$ cat config.mk
export PLATFORM = sky130hd
export DESIGN_NAME = traffic_light_monitor
export DESIGN_NICKNAME = d
export VERILOG_FILES = /design/src/rtl/traffic_light_monitor.sv
export SDC_FILE = /design/constraint.sdc
export NUM_CORES = 1
export LEC_CHECK = 0
export CAP_MARGIN = 20
export CORE_UTILIZATION = 53
export CTS_BUF_LIST = sky130_fd_sc_hd__clkbuf_4
export DETAILED_ROUTE_END_ITERATION = 7
export PLACE_DENSITY = 0.86
export SLEW_MARGIN = 40
export SYNTH_ARGS = -nofsm -noshare
export SYNTH_HDL_FRONTEND = slang
export SYNTH_SLANG_ARGS = --single-unit
$ cat constraint.sdc
create_clock -name clk -period 2.9 [get_ports clk]
set_input_delay 0.58 -clock clk [delete_from_list [all_inputs] [get_ports clk]]
set_output_delay 0.58 -clock clk [all_outputs]
set_load 0.05 [all_outputs]
$ cat src/rtl/traffic_light_monitor.sv
// Passive checker for the controller's R/G/Y lamp lines: tracks the G1..R1 phase sequence,
// times each phase and flags illegal codes. Optional sticky error status under TLM_STICKY_ERR_EN.
module traffic_light_monitor #(
    parameter int unsigned T_G1  = 1024,
    parameter int unsigned T_BL  = 128,
    parameter int unsigned T_Y1  = 512,
    parameter int unsigned T_R1  = 1024,
    parameter int unsigned TOL   = 2,
    parameter int unsigned CNT_W = 12
) (
    input  logic        clk,
    input  logic        rst,
    input  logic        R,
    input  logic        G,
    input  logic        Y,
    input  logic        pass,
    output logic [2:0]  phase,
    output logic        in_sync,
    output logic        seq_err,
    output logic        dur_err,
    output logic        illegal_err,
    output logic [15:0] cycles_ok
`ifdef TLM_STICKY_ERR_EN
    ,
    output logic [2:0]  err_status,
    input  logic        err_clr
`endif
);

    typedef enum logic [2:0] {
        PH_G1   = 3'd0,
        PH_N1   = 3'd1,
        PH_G2   = 3'd2,
        PH_N2   = 3'd3,
        PH_G3   = 3'd4,
        PH_Y1   = 3'd5,
        PH_R1   = 3'd6,
        PH_SYNC = 3'd7
    } phase_t;

    localparam logic [2:0] C_DARK = 3'b000;
    localparam logic [2:0] C_GRN  = 3'b010;
    localparam logic [2:0] C_YEL  = 3'b001;
    localparam logic [2:0] C_RED  = 3'b100;

    // Lamp code the next phase must show.
    function automatic logic [2:0] exp_code(input phase_t p);
        case (p)
            PH_G1:   exp_code = C_DARK;
            PH_N1:   exp_code = C_GRN;
            PH_G2:   exp_code = C_DARK;
            PH_N2:   exp_code = C_GRN;
            PH_G3:   exp_code = C_YEL;
            PH_Y1:   exp_code = C_RED;
            PH_R1:   exp_code = C_GRN;
            default: exp_code = C_DARK;
        endcase
    endfunction

    function automatic phase_t succ(input phase_t p);
        case (p)
            PH_G1:   succ = PH_N1;
            PH_N1:   succ = PH_G2;
            PH_G2:   succ = PH_N2;
            PH_N2:   succ = PH_G3;
            PH_G3:   succ = PH_Y1;
            PH_Y1:   succ = PH_R1;
            PH_R1:   succ = PH_G1;
            default: succ = PH_SYNC;
        endcase
    endfunction

    function automatic logic dur_in_range(input phase_t p, input logic [CNT_W-1:0] run);
        int unsigned t;
        int unsigned r;
        case (p)
            PH_G1:   t = T_G1;
            PH_Y1:   t = T_Y1;
            PH_R1:   t = T_R1;
            default: t = T_BL;
        endcase
        r = 32'(run);
        dur_in_range = (r + TOL >= t) && (r <= t + TOL);
    endfunction

    logic [2:0]       lamp_q, lamp_qq;
    logic             pass_q;
    logic [CNT_W-1:0] run_cnt;
    phase_t           state, state_nxt;
    logic             pend, pend_nxt;
    logic             g1_exempt, exempt_nxt;
    logic             clean, clean_nxt;
    logic             seq_nxt, dur_nxt, ill_nxt;
    logic [15:0]      cyc_nxt;
    logic             restart;
    logic             changed, legal, exempt_now;

    assign changed = (lamp_q != lamp_qq);
    assign legal   = lamp_q inside {C_DARK, C_GRN, C_YEL, C_RED};
    assign phase   = state;

    // Input sampling and run-length counter.
    always_ff @(posedge clk or posedge rst) begin
        if (rst) begin
            lamp_q  <= 3'b000;
            lamp_qq <= 3'b000;
            pass_q  <= 1'b0;
            run_cnt <= '0;
        end else begin
            lamp_q  <= {R, G, Y};
            lamp_qq <= lamp_q;
            pass_q  <= pass;
            if (changed || restart)
                run_cnt <= CNT_W'(1);
            else if (run_cnt != {CNT_W{1'b1}})
                run_cnt <= run_cnt + CNT_W'(1);
        end
    end

    // Phase tracker state and registered outputs.
    always_ff @(posedge clk or posedge rst) begin
        if (rst) begin
            state       <= PH_SYNC;
            pend        <= 1'b0;
            g1_exempt   <= 1'b0;
            clean       <= 1'b0;
            in_sync     <= 1'b0;
            seq_err     <= 1'b0;
            dur_err     <= 1'b0;
            illegal_err <= 1'b0;
            cycles_ok   <= 16'd0;
        end else begin
            state       <= state_nxt;
            pend        <= pend_nxt;
            g1_exempt   <= exempt_nxt;
            clean       <= clean_nxt;
            in_sync     <= (state_nxt != PH_SYNC);
            seq_err     <= seq_nxt;
            dur_err     <= dur_nxt;
            illegal_err <= ill_nxt;
            cycles_ok   <= cyc_nxt;
        end
    end

`ifdef TLM_STICKY_ERR_EN
    // A pulse in the clearing clock re-sets its bit.
    always_ff @(posedge clk or posedge rst) begin
        if (rst)
            err_status <= 3'b000;
        else
            err_status <= (err_clr ? 3'b000 : err_status) | {ill_nxt, dur_nxt, seq_nxt};
    end
`endif

    always_comb begin
        state_nxt  = state;
        pend_nxt   = pend;
        exempt_nxt = g1_exempt;
        clean_nxt  = clean;
        seq_nxt    = 1'b0;
        dur_nxt    = 1'b0;
        ill_nxt    = 1'b0;
        cyc_nxt    = cycles_ok;
        restart    = 1'b0;
        exempt_now = 1'b0;

        if (!legal) begin
            ill_nxt   = changed;
            state_nxt = PH_SYNC;
            pend_nxt  = 1'b0;
        end else if (state == PH_SYNC) begin
            if (lamp_q == C_GRN && (lamp_qq == C_RED || pass_q)) begin
                state_nxt  = PH_G1;
                restart    = 1'b1;
                pend_nxt   = 1'b0;
                exempt_nxt = pass_q;
                clean_nxt  = !pass_q;
            end
        end else if (pend || (pass_q && state != PH_G1)) begin
            // Pass abort: green must show now or on the following clock.
            if (lamp_q == C_GRN) begin
                state_nxt  = PH_G1;
                restart    = 1'b1;
                pend_nxt   = 1'b0;
                exempt_nxt = 1'b1;
                clean_nxt  = 1'b0;
            end else if (pend) begin
                seq_nxt   = 1'b1;
                state_nxt = PH_SYNC;
                pend_nxt  = 1'b0;
            end else begin
                pend_nxt = 1'b1;
            end
        end else begin
            if (pass_q) begin
                exempt_nxt = 1'b1;
                clean_nxt  = 1'b0;
            end
            if (changed) begin
                if (lamp_q != exp_code(state)) begin
                    seq_nxt   = 1'b1;
                    state_nxt = PH_SYNC;
                end else begin
                    exempt_now = (state == PH_G1) && (g1_exempt || pass_q);
                    if (!exempt_now && !dur_in_range(state, run_cnt)) begin
                        dur_nxt   = 1'b1;
                        clean_nxt = 1'b0;
                    end
                    if (state == PH_R1) begin
                        if (clean && !dur_nxt && !pass_q)
                            cyc_nxt = cycles_ok + 16'd1;
                        clean_nxt = 1'b1;
                    end
                    exempt_nxt = 1'b0;
                    state_nxt  = succ(state);
                end
            end
        end
    end

endmodule

==> out/results.ini <==
[outcome]
status=finished, violations left
violations=negative setup slack

[floorplan]
fp.dieArea_um2=5650
start_util_pct=55.2
ios=29
die-width_um=75.1
rows=26
core_um2=5140
dieHeight_um=75.1

[global_route]
grt_max_degree=24
grt-busiest-layer=met2
track_usage_pct=23.3
antenna_found_initial=0
use_met2_pct=39.3
use_met1_pct=29.4
grt_pass1_wl_um=10000
grt_pass1_vias=2256
grt-ovfl-total=0
use_met3_pct=5.09

[power]
p_comb_share_pct=52.9
intPower_mw=1.47
power.switching_mw=1.01
p_per_area_nw_per_um2=702
p_sw_share_pct=40.6
peakVddDrop_mv=0.511
p_leak_nw=1.43
power_mw=2.48
clock_power_share_pct=15.9
power_frac_seq_pct=31.1

[cells_and_area]
drive_gt1_share_pct=19.6
layout.nets=373
finalCoreUtilization_pct=68.8
area_growth_pct=24.8
final_cells=427
diodes=0

[cts]
h-tree-depth=2
cts_tree=done
cts.reportedPaths.clkPinSlew_ns=0.13
root_buffer=clkbuf_4
clock_latency_ns=0.38
clock_path_buffers=2
cts.sinks=45
cts_made_buffers=5

[synth]
synth_top_flop_cell=dfrtp_1
syn_area_um2=2840
yosysTopAreaCellShare_pct=37.1
syn_inst=311
synth_seq_cells=45
synth_edf_count=0
syn-num-nets=328
synth_top_area_cell=dfrtp_1
ys_seq_area_share_pct=39.8
ys_warn_count=0
async_flop_share_pct=100
yosysUniqueCellTypes=56
synthTopCellsByArea=dfrtp_1 37%, xnor2_1 7.1%, ha_1 4.9%
syn_area_per_cell_um2=9.12

[timing]
fin_ws_ns=-0.0755
setup_viol=13
fin_crit_sh_pct=103
slew_viol_final=0
tns_ns=-0.453
slew-limit-headroom_pct=58.9
fin_skew_ns=0.0295
finalHoldViolations=0
fmax_ghz=0.336
rsz0062_at_grt=yes
min_period_ns=2.98
fin_hold_ws_ns=0.491
tightestPinTransition_ns=0.608

[worst_setup_path]
cp_slowest_cell=dfstp_2
worst_path_most_repeated_cell=nand2_4
setup.worst_path.class=reg2reg
endpoint_kind=flip-flop
critPathArrivalTime_ns=3.23
cp-start-kind=flip-flop
crit_fanout=4
reg2reg_depth=13
crit_path_cell_trace=nand2_4 -> or2_4 -> nand2_4 -> inv_4 -> ha_4 -> nand3_4 -> a311oi_4 -> nor3b_2 -> o311ai_2 -> nand3_2 -> a31oi_4 -> nand2_2 -> mux2_4
cp_slowest_stage_delay_ns=0.60
crit_required_ns=3.15

[routing]
drt-total-wl_um=6550
drc=0
drtPass1Iterations=4
via_count=2521
ant_nets=0
drtIter0Drc=260
viasPerCell=5.90
wl_per_cell_um=15.3

[hold_path]
hold_depth=1
hold_path.class=reg2reg

[flow_run]
max-cap-violations=0

[placed_design]
placed_cells=413
dp_hpwl_um=4570
numPortBuffers=28
gp_congestion=0.945

-- kinds of logic (layout without fill, tap and decap cells) --
group | count (synthesis) | in the layout | synth area share, %
fa+ha+maj | 12 | 12 | 5.21
compound gates | 54 | 54 | 13.2
xor+xnor | 28 | 28 | 8.65
simple gates | 143 | 143 | 27.3
mux | 4 | 4 | 1.59
flops | 45 | 45 | 39.9
buf+inv | 25 | 71 | 4.15
-- metrics by stage --
step,worst slack [ns],area (µm²)
CTS,0.00116,3390
detailed placement,-0.0253,3310
floorplan,-0.203,2900
global route,-0.222,3540
global placement,0.0877,3310
finish,-0.0755,3540
-- power groups by stage --
stage               clock (mW)  sequential [mW]  combinational, mW
floorplan                    0            0.860              0.739
global placement             0            0.777               1.08
detailed placement           0            0.784               1.11
CTS                      0.401            0.771               1.11
global route             0.432            0.785               1.41
finish                   0.396            0.773               1.31
-- registers in the layout (all words and copies together) (netlist names) --
name,cells
cycles_ok,16
pass_q,1
lamp_q,3
g1_exempt,1
dur_err,1
run_cnt,12
in_sync,1
lamp_qq,3
seq_err,1
clean,1
illegal_err,1
pend,1
phase,3
-- cells in the mapped netlist, types with 3 or more instances --
master and number:
dfrtp_1 42, nor2_1 35, nand2_1 28, xnor2_1 23, nand3_1 17, a21oi_1 14
o21ai_0 14, ha_1 11, inv_1 10, nand3_2 10, nand4_1 9, nor3_1 8
clkbuf_1 7, nor4_1 7, xor2_1 5, and2_1 4, buf_2 4, a21o_1 3
a31oi_1 3, and3_1 3, dfstp_2 3, mux2i_1 3, nand2b_1 3, nor3b_1 3
o31ai_1 3
-- repair_timing --
action	in CTS	in global routing
setup endpoints to repair	4	16
buffers inserted	0	5
hold buffers	0	0
pin swaps	1	6
cloned	0	1
resized for setup	1	14
-- placed cells by master, fill, tap and decap left out, drive strengths merged, types with 3 or more instances in the layout --
| cell type | count |
|---|---|
| o21ai | 15 |
| and3 | 4 |
| nor4 | 7 |
| a21oi | 14 |
| nand4 | 9 |
| nand3 | 27 |
| and2 | 5 |
| nor2 | 35 |
| xnor2 | 23 |
| clkdlybuf4s50 | 28 |
| xor2 | 5 |
| inv | 9 |
| clkbuf | 7 |
| nor3b | 3 |
| a21o | 3 |
| a31oi | 4 |
| buf | 24 |
| nor3 | 9 |
| ha | 11 |
| dfrtp | 42 |
| o31ai | 3 |
| nand2 | 29 |
| nand2b | 3 |
| mux2i | 3 |
| dfstp | 3 |
-- layer usage --
layer  share of wire, %  wire [µm]
met3                5.1        333
met2                 50       3290
met5                  0          0
met4                2.6        169
met1                 42       2760
-- final timing paths --
path                                from       endpoint  slack, ns
min                        cycles_ok[15]  cycles_ok[15]       0.49
min in group asynchronous            rst     run_cnt[5]       0.51
min reg2reg                cycles_ok[15]  cycles_ok[15]       0.49
max in group asynchronous            rst       phase[0]       2.09
max reg2reg                     phase[2]   cycles_ok[1]      -0.08
max                             phase[2]   cycles_ok[1]      -0.08
-- critical path, delay by kind of cell (launching register included) --
family / cells / cell delay [ns]
buf+inv: 1 / 0.03
flops: 1 / 0.60
mux: 1 / 0.30
simple gates: 7 / 0.80
compound gates: 3 / 0.84
fa+ha+maj: 1 / 0.26
-- layout make-up --
cell class	count	area (µm²)
multi-input combinational	241	1700
fill	380	1600
sequential	45	1130
timing repair buffer	53	498
tap	70	87.6
clock buffer	6	45.0
inverter	10	40.0
clock inverter	2	35.0
(Power assumes the default switching activity.)
